**src/rtl/pipe_line.sv**
```systemverilog
// Five-stage MIPS-subset core (IF, ID, EX, MEM, WB) with EX-stage forwarding,
// a one-cycle load-use stall, and a two-bubble flush when a transfer resolves taken in EX.
module pipe_line (
    input  logic        clk,
    input  logic        rst,
    output logic [31:0] instMemAddress,
    input  logic [31:0] instruction,
    output logic [31:0] dataMemAddress,
    output logic [31:0] dataMemWriteData,
    output logic        dataMemWrite,
    output logic        dataMemRead,
    input  logic [31:0] dataMemReadData
);
    typedef enum logic [2:0] {ALU_ADD, ALU_SUB, ALU_AND, ALU_OR, ALU_SLT} alu_op_e;
    typedef enum logic [2:0] {XFER_NONE, XFER_BEQ, XFER_BNE, XFER_J, XFER_JR} xfer_e;

    logic [31:0] pc_q, pc_d;
    logic [31:0] ifid_instr_q, ifid_instr_d, ifid_pc4_q, ifid_pc4_d;

    logic        idex_reg_write_q, idex_mem_read_q, idex_mem_write_q, idex_use_imm_q, idex_link_q;
    alu_op_e     idex_alu_op_q;
    xfer_e       idex_xfer_q;
    logic [4:0]  idex_rs_q, idex_rt_q, idex_dest_q;
    logic [31:0] idex_rs_val_q, idex_rt_val_q, idex_imm_q, idex_pc4_q;
    logic [25:0] idex_jaddr_q;

    logic        exmem_reg_write_q, exmem_mem_read_q, exmem_mem_write_q;
    logic [4:0]  exmem_dest_q;
    logic [31:0] exmem_result_q, exmem_store_q;

    logic        memwb_reg_write_q;
    logic [4:0]  memwb_dest_q;
    logic [31:0] memwb_result_q;

    logic [31:0] rf_q [32];

    // ID stage decode
    logic [5:0]  id_op, id_funct;
    logic [4:0]  id_rs, id_rt, id_rd;
    logic [31:0] id_imm, id_rs_val, id_rt_val;
    logic        dec_reg_write, dec_mem_read, dec_mem_write, dec_use_imm, dec_link;
    alu_op_e     dec_alu_op;
    xfer_e       dec_xfer;
    logic [4:0]  dec_dest;

    assign id_op    = ifid_instr_q[31:26];
    assign id_rs    = ifid_instr_q[25:21];
    assign id_rt    = ifid_instr_q[20:16];
    assign id_rd    = ifid_instr_q[15:11];
    assign id_funct = ifid_instr_q[5:0];
    assign id_imm   = {{16{ifid_instr_q[15]}}, ifid_instr_q[15:0]};

    always_comb begin
        dec_reg_write = 1'b0;
        dec_mem_read  = 1'b0;
        dec_mem_write = 1'b0;
        dec_use_imm   = 1'b0;
        dec_link      = 1'b0;
        dec_alu_op    = ALU_ADD;
        dec_xfer      = XFER_NONE;
        dec_dest      = id_rt;
        case (id_op)
            6'h00: begin
                dec_dest = id_rd;
                case (id_funct)
                    6'h20: dec_reg_write = 1'b1;
                    6'h22: begin dec_reg_write = 1'b1; dec_alu_op = ALU_SUB; end
                    6'h24: begin dec_reg_write = 1'b1; dec_alu_op = ALU_AND; end
                    6'h25: begin dec_reg_write = 1'b1; dec_alu_op = ALU_OR;  end
                    6'h2A: begin dec_reg_write = 1'b1; dec_alu_op = ALU_SLT; end
                    6'h08: dec_xfer = XFER_JR;
                    default: ;
                endcase
            end
            6'h08: begin dec_reg_write = 1'b1; dec_use_imm = 1'b1; end
            6'h0A: begin dec_reg_write = 1'b1; dec_use_imm = 1'b1; dec_alu_op = ALU_SLT; end
            6'h23: begin dec_reg_write = 1'b1; dec_use_imm = 1'b1; dec_mem_read = 1'b1; end
            6'h2B: begin dec_use_imm = 1'b1; dec_mem_write = 1'b1; end
            6'h04: dec_xfer = XFER_BEQ;
            6'h05: dec_xfer = XFER_BNE;
            6'h02: dec_xfer = XFER_J;
            6'h03: begin
                dec_xfer      = XFER_J;
                dec_link      = 1'b1;
                dec_reg_write = 1'b1;
                dec_dest      = 5'd31;
            end
            default: ;
        endcase
    end

    // Register read with write-through from the instruction currently in WB
    always_comb begin
        id_rs_val = rf_q[id_rs];
        if (id_rs == 5'd0)
            id_rs_val = '0;
        else if (memwb_reg_write_q && memwb_dest_q == id_rs)
            id_rs_val = memwb_result_q;
        id_rt_val = rf_q[id_rt];
        if (id_rt == 5'd0)
            id_rt_val = '0;
        else if (memwb_reg_write_q && memwb_dest_q == id_rt)
            id_rt_val = memwb_result_q;
    end

    logic load_use;
    assign load_use = idex_mem_read_q && (idex_rt_q == id_rs || idex_rt_q == id_rt);

    // EX stage
    logic [31:0] fwd_a, fwd_b, alu_b, alu_res, ex_result, ex_target;
    logic        ex_taken;

    always_comb begin
        fwd_a = idex_rs_val_q;
        if (exmem_reg_write_q && exmem_dest_q != 5'd0 && exmem_dest_q == idex_rs_q)
            fwd_a = exmem_result_q;
        else if (memwb_reg_write_q && memwb_dest_q != 5'd0 && memwb_dest_q == idex_rs_q)
            fwd_a = memwb_result_q;
        fwd_b = idex_rt_val_q;
        if (exmem_reg_write_q && exmem_dest_q != 5'd0 && exmem_dest_q == idex_rt_q)
            fwd_b = exmem_result_q;
        else if (memwb_reg_write_q && memwb_dest_q != 5'd0 && memwb_dest_q == idex_rt_q)
            fwd_b = memwb_result_q;

        alu_b = idex_use_imm_q ? idex_imm_q : fwd_b;
        case (idex_alu_op_q)
            ALU_SUB: alu_res = fwd_a - alu_b;
            ALU_AND: alu_res = fwd_a & alu_b;
            ALU_OR:  alu_res = fwd_a | alu_b;
            ALU_SLT: alu_res = {31'd0, $signed(fwd_a) < $signed(alu_b)};
            default: alu_res = fwd_a + alu_b;
        endcase
        ex_result = idex_link_q ? idex_pc4_q : alu_res;

        ex_taken  = 1'b0;
        ex_target = idex_pc4_q + {idex_imm_q[29:0], 2'b00};
        case (idex_xfer_q)
            XFER_BEQ: ex_taken = (fwd_a == fwd_b);
            XFER_BNE: ex_taken = (fwd_a != fwd_b);
            XFER_J: begin
                ex_taken  = 1'b1;
                ex_target = {idex_pc4_q[31:28], idex_jaddr_q, 2'b00};
            end
            XFER_JR: begin
                ex_taken  = 1'b1;
                ex_target = fwd_a;
            end
            default: ;
        endcase
    end

    // A taken transfer outranks the stall: the stalled instruction is flushed anyway
    always_comb begin
        pc_d         = pc_q + 32'd4;
        ifid_instr_d = instruction;
        ifid_pc4_d   = pc_q + 32'd4;
        if (ex_taken) begin
            pc_d         = ex_target;
            ifid_instr_d = '0;
            ifid_pc4_d   = '0;
        end else if (load_use) begin
            pc_d         = pc_q;
            ifid_instr_d = ifid_instr_q;
            ifid_pc4_d   = ifid_pc4_q;
        end
    end

    always_ff @(posedge clk or negedge rst) begin
        if (!rst) begin
            pc_q              <= '0;
            ifid_instr_q      <= '0;
            ifid_pc4_q        <= '0;
            idex_reg_write_q  <= 1'b0;
            idex_mem_read_q   <= 1'b0;
            idex_mem_write_q  <= 1'b0;
            idex_use_imm_q    <= 1'b0;
            idex_link_q       <= 1'b0;
            idex_alu_op_q     <= ALU_ADD;
            idex_xfer_q       <= XFER_NONE;
            idex_rs_q         <= '0;
            idex_rt_q         <= '0;
            idex_dest_q       <= '0;
            idex_rs_val_q     <= '0;
            idex_rt_val_q     <= '0;
            idex_imm_q        <= '0;
            idex_pc4_q        <= '0;
            idex_jaddr_q      <= '0;
            exmem_reg_write_q <= 1'b0;
            exmem_mem_read_q  <= 1'b0;
            exmem_mem_write_q <= 1'b0;
            exmem_dest_q      <= '0;
            exmem_result_q    <= '0;
            exmem_store_q     <= '0;
            memwb_reg_write_q <= 1'b0;
            memwb_dest_q      <= '0;
            memwb_result_q    <= '0;
        end else begin
            pc_q         <= pc_d;
            ifid_instr_q <= ifid_instr_d;
            ifid_pc4_q   <= ifid_pc4_d;

            idex_rs_q     <= id_rs;
            idex_rt_q     <= id_rt;
            idex_dest_q   <= dec_dest;
            idex_rs_val_q <= id_rs_val;
            idex_rt_val_q <= id_rt_val;
            idex_imm_q    <= id_imm;
            idex_pc4_q    <= ifid_pc4_q;
            idex_jaddr_q  <= ifid_instr_q[25:0];
            idex_alu_op_q <= dec_alu_op;
            idex_use_imm_q <= dec_use_imm;
            if (ex_taken || load_use) begin
                idex_reg_write_q <= 1'b0;
                idex_mem_read_q  <= 1'b0;
                idex_mem_write_q <= 1'b0;
                idex_link_q      <= 1'b0;
                idex_xfer_q      <= XFER_NONE;
            end else begin
                idex_reg_write_q <= dec_reg_write;
                idex_mem_read_q  <= dec_mem_read;
                idex_mem_write_q <= dec_mem_write;
                idex_link_q      <= dec_link;
                idex_xfer_q      <= dec_xfer;
            end

            exmem_reg_write_q <= idex_reg_write_q;
            exmem_mem_read_q  <= idex_mem_read_q;
            exmem_mem_write_q <= idex_mem_write_q;
            exmem_dest_q      <= idex_dest_q;
            exmem_result_q    <= ex_result;
            exmem_store_q     <= fwd_b;

            memwb_reg_write_q <= exmem_reg_write_q;
            memwb_dest_q      <= exmem_dest_q;
            memwb_result_q    <= exmem_mem_read_q ? dataMemReadData : exmem_result_q;
        end
    end

    always_ff @(posedge clk or negedge rst) begin
        if (!rst) begin
            for (int i = 0; i < 32; i++)
                rf_q[i] <= '0;
        end else if (memwb_reg_write_q && memwb_dest_q != 5'd0) begin
            rf_q[memwb_dest_q] <= memwb_result_q;
        end
    end

    assign instMemAddress   = pc_q;
    assign dataMemAddress   = exmem_result_q;
    assign dataMemWriteData = exmem_store_q;
    assign dataMemWrite     = exmem_mem_write_q;
    assign dataMemRead      = exmem_mem_read_q;
endmodule

```
**config.mk**
```make
export PLATFORM = sky130hd
export DESIGN_NAME = pipe_line
export DESIGN_NICKNAME = d
export VERILOG_FILES = /design/src/rtl/pipe_line.sv
export SDC_FILE = /design/constraint.sdc
export NUM_CORES = 2
export LEC_CHECK = 0
export ABC_CLOCK_PERIOD_IN_PS = 8550
export CORE_MARGIN = 2
export CORE_UTILIZATION = 55
export CTS_CLUSTER_DIAMETER = 80
export DETAILED_ROUTE_END_ITERATION = 8
export PLACE_DENSITY = 0.72
export SYNTH_ARGS = -nofsm -noshare
export SYNTH_HDL_FRONTEND = slang
export SYNTH_SLANG_ARGS = --single-unit
```
**constraint.sdc**
```tcl
create_clock -name clk -period 8.55 [get_ports clk]
set_input_delay 0.855 -clock clk [delete_from_list [all_inputs] [get_ports clk]]
set_output_delay 0.855 -clock clk [all_outputs]
set_load 0.02 [all_outputs]
```
==> reports/results.tsv <==
stage	metric	value	unit
critical_path	path_class	reg2reg	
critical_path	start_kind	register	
floorplan	die_w	377.2	um
timing	finalHoldViolations	0	
synth	synth-edff-count	0	
floorplan	coreArea	137800	um2
synth	syn_inst	6155	
final_layout	synthToLayoutAreaGrowth	11.05	%
route	ant_nets	0	
clocking	path_clk_slew	0.06	ns
power_and_ir_drop	ir_drop	219.7	uV
clocking	root_buffer	clkbuf_16	
route	first_iter_violations	5726	
timing	period_share	81.46	%
placement	gp_congestion	0.9839	
synth	ys_ff_latch	1368	
route	vias	55095	
grt	grt_max_degree	170	
power_and_ir_drop	static-leakage-power	38.38	nW
timing	setup_ws	1.585	ns
synth	synth.avg_cell_area	12.44	um2
clocking	cts_hold_buffers	0	
final_layout	nets	6223	
final_layout	seqCellArea	34270	um2
synth	async_flop_share	100.0	%
grt	antenna_found_initial	10	
route	totalWireLength	251.9	mm
grt	grt_overflow_total	0	
power_and_ir_drop	p_total	0.01947	W
clocking	clk_latency	0.81	ns
critical_path	path_cells	nor3_2 -> a211o_1 -> nor2_4 -> buf_4 -> mux2i_1 -> nand2_1 -> o21ai_0 -> ha_1 -> o21bai_1 -> a21oi_1 -> o21bai_1 -> a211o_1 -> a221o_1 -> a221oi_1 -> o21bai_1 -> a2111oi_1 -> o31a_1 -> a21oi_1 -> a2111oi_0 -> a21oi_1	
synth	synth_top_family_by_area	multiplexers	
synth	syn_nets	6350	
placement	dp.final_hpwl	154.0	mm
timing	slew_violations	0	
synth	yosysWarnings	0	
final_layout	drive_above_1_share	32.81	%
timing	whs	0.03235	ns
critical_path	critPathTopFamily	compound AO/OA/AOI/OAI gates	
timing	fin_crit	6.965	ns
synth	synth.distinct_cells	83	
critical_path	critPathRequiredTime	9.19	ns
clocking	cts_tree	built	
route	drc	0	
floorplan	rows	136	
placement	numPortBuffers	163	
timing	setup_tns	0	ns
clocking	clockBufferDepth	3	
critical_path	slowest_stage	a2111oi_1	
synth	yosysSeqAreaShare	44.70	%
floorplan	die_y	377.2	um
timing	worst_slew_pin_slew	1.322	ns
floorplan	start_util	55.57	%
synth	synthXorXnorAreaFrac	1.955	%
route	viasPerCell	6.933	
placement	dp_slack	1.787	ns
synth	synthAdderAreaFrac	2.163	%
timing	slew_headroom	11.88	%
timing	rsz0062_at_grt	false	
clocking	postCtsSetupBuffers	0	
clocking	htreeDepth	4	
timing	skew	0.03036	ns
critical_path	cp-end-kind	register	
min_path	hold_class	in2async	
job	max_cap_violations	0	
outcome	status	completed	
critical_path	cp.depth	20	
critical_path	cp_max_fo	19	
floorplan	die_area	142300	um2
final_layout	fin_cells	7947	
critical_path	ff2ff_path_depth	20	
synth	synth_compound_area_share	9.795	%
route	dr.pass1.iters	6	
placement	dp_cells	7668	
clocking	cts_sinks	1368	
grt	track_usage	35.44	%
route	avgRoutedWirePerCell	31.69	um
synth	synth_flop_cell	dfrtp_1	
final_layout	multi_input_area	39900	um2
critical_path	max_stage_delay	0.78	ns
grt	grt_pass1_vias	55044	
clocking	cts_made_buffers	152	
floorplan	io_pins	164	
timing	fmax	0.1436	GHz
power_and_ir_drop	powerDensity	228.9	nW/um2
critical_path	path_buf_inv	1	
clocking	cts_resized	0	
critical_path	cp_data_arrival_time	7.61	ns
synth	synthesis.area	76590	um2
synth	yosys.area_share.simple	4.564	%
final_layout	fill_cells	10743	
timing	setup_viol	0	
synth	synth.area.mux_share	33.25	%
grt	grt_pass1_wl	370.8	mm
## sequential cells by signal (all words and copies together), names as in the netlist, 5 cells and up
signal and count:
idex_dest_q 5, idex_pc4_q 32, memwb_result_q 32, memwb_dest_q 5, exmem_dest_q 5, instMemAddress 32
ifid_instr_q 32, rf_q 1024, idex_rt_val_q 32, dataMemAddress 32, dataMemWriteData 32, ifid_pc4_q 32
idex_rs_val_q 32, idex_jaddr_q 26
## worst paths after layout
| check | from | to | slack (ns) |
|---|---|---|---|
| min in group clk | idex_dest_q[3] | exmem_dest_q[3] | 0.35 |
| hold / removal | rst | rf_q[690] | 0.03 |
| hold reg to reg | idex_dest_q[3] | exmem_dest_q[3] | 0.35 |
| max in group asynchronous | rst | rf_q[1007] | 6.34 |
| setup reg to reg | memwb_dest_q[3] | dataMemAddress[17] | 1.59 |
| setup / recovery | memwb_dest_q[3] | dataMemAddress[17] | 1.59 |
## per-layer routing
layer,track usage (%),share of wire (%)
met3,7.941,8.7
met5,0,0.020
met4,19.88,6.3
met1,47.29,40
met2,53.83,45
## where the power goes
group          internal (W)  switching, W  leakage (nW)
registers           0.00716      0.000961          18.4
logic               0.00187       0.00252          17.3
clock network       0.00414       0.00281          2.62
total                0.0132       0.00630          38.4
## Yosys cell counts, types with 14 or more instances
master / n / area [um2]
nand3_1: 47 / 235.2
dfrtp_1: 1368 / 34230
a21oi_1: 313 / 1567
inv_1: 129 / 484.2
ha_1: 126 / 1577
nor4_1: 14 / 87.58
a31oi_1: 14 / 87.58
a22oi_1: 70 / 525.5
nor2_1: 358 / 1344
nor3_1: 29 / 145.1
nand2_1: 226 / 848.3
a21o_1: 38 / 285.3
buf_1: 131 / 491.7
mux2i_1: 340 / 3403
xnor2_1: 118 / 1033
xor2_1: 53 / 464.2
o211ai_1: 70 / 525.5
a221oi_1: 122 / 1069
o21bai_1: 18 / 135.1
a221o_1: 38 / 380.4
a211oi_1: 101 / 758.2
clkbuf_1: 424 / 1592
mux2_2: 1103 / 12420
nand2b_1: 22 / 137.6
o21ai_0: 176 / 880.8
mux4_2: 427 / 9617
o221ai_1: 40 / 350.3
buf_2: 17 / 85.08
nor2b_1: 25 / 156.4
## placed cells by master (no fill, tap or decap), types with 45 or more instances in the layout
master           count
a211oi_1           101
a21oi_1            313
a221oi_1           122
a22oi_1             70
buf_4              127
clkbuf_16          158
clkdlybuf4s50_1    162
dfrtp_1           1357
ha_1               126
inv_1              129
mux2_2            1103
mux2i_1            340
mux4_2             427
nand2_1            210
nand3_1             45
nor2_1             337
o211ai_1            70
o21ai_0            175
xnor2_1            117
xor2_1              53
## kinds of logic (layout without fill, tap and decap cells)
group,Yosys count,after routing
compound gates,1105,1105
xor+xnor,171,171
fa+ha+maj,131,131
buf+inv,712,707
flops,1368,1368
mux,1872,1872
other cells,0,3
simple gates,796,796
## metrics by stage
step	area, um2	util, %
CTS	85050	61.70
finish	85050	61.71
global route	85050	61.70
global placement	79730	57.85
floorplan	76590	-
detailed placement	79730	57.85
## area by class of cell
| type | instances | share of cell area [%] |
|---|---|---|
| Multi-Input combinational cell | 4075 | 46.92 |
| Sequential cell | 1368 | 40.29 |
| Clock buffer | 222 | 5.425 |
| Timing Repair Buffer | 301 | 3.319 |
| Tap cell | 1794 | 2.639 |
| Clock inverter | 54 | 0.8223 |
| Inverter | 130 | 0.5737 |
| Antenna cell | 3 | 0.008827 |
Note: power is estimated with default switching activity, not from simulation.
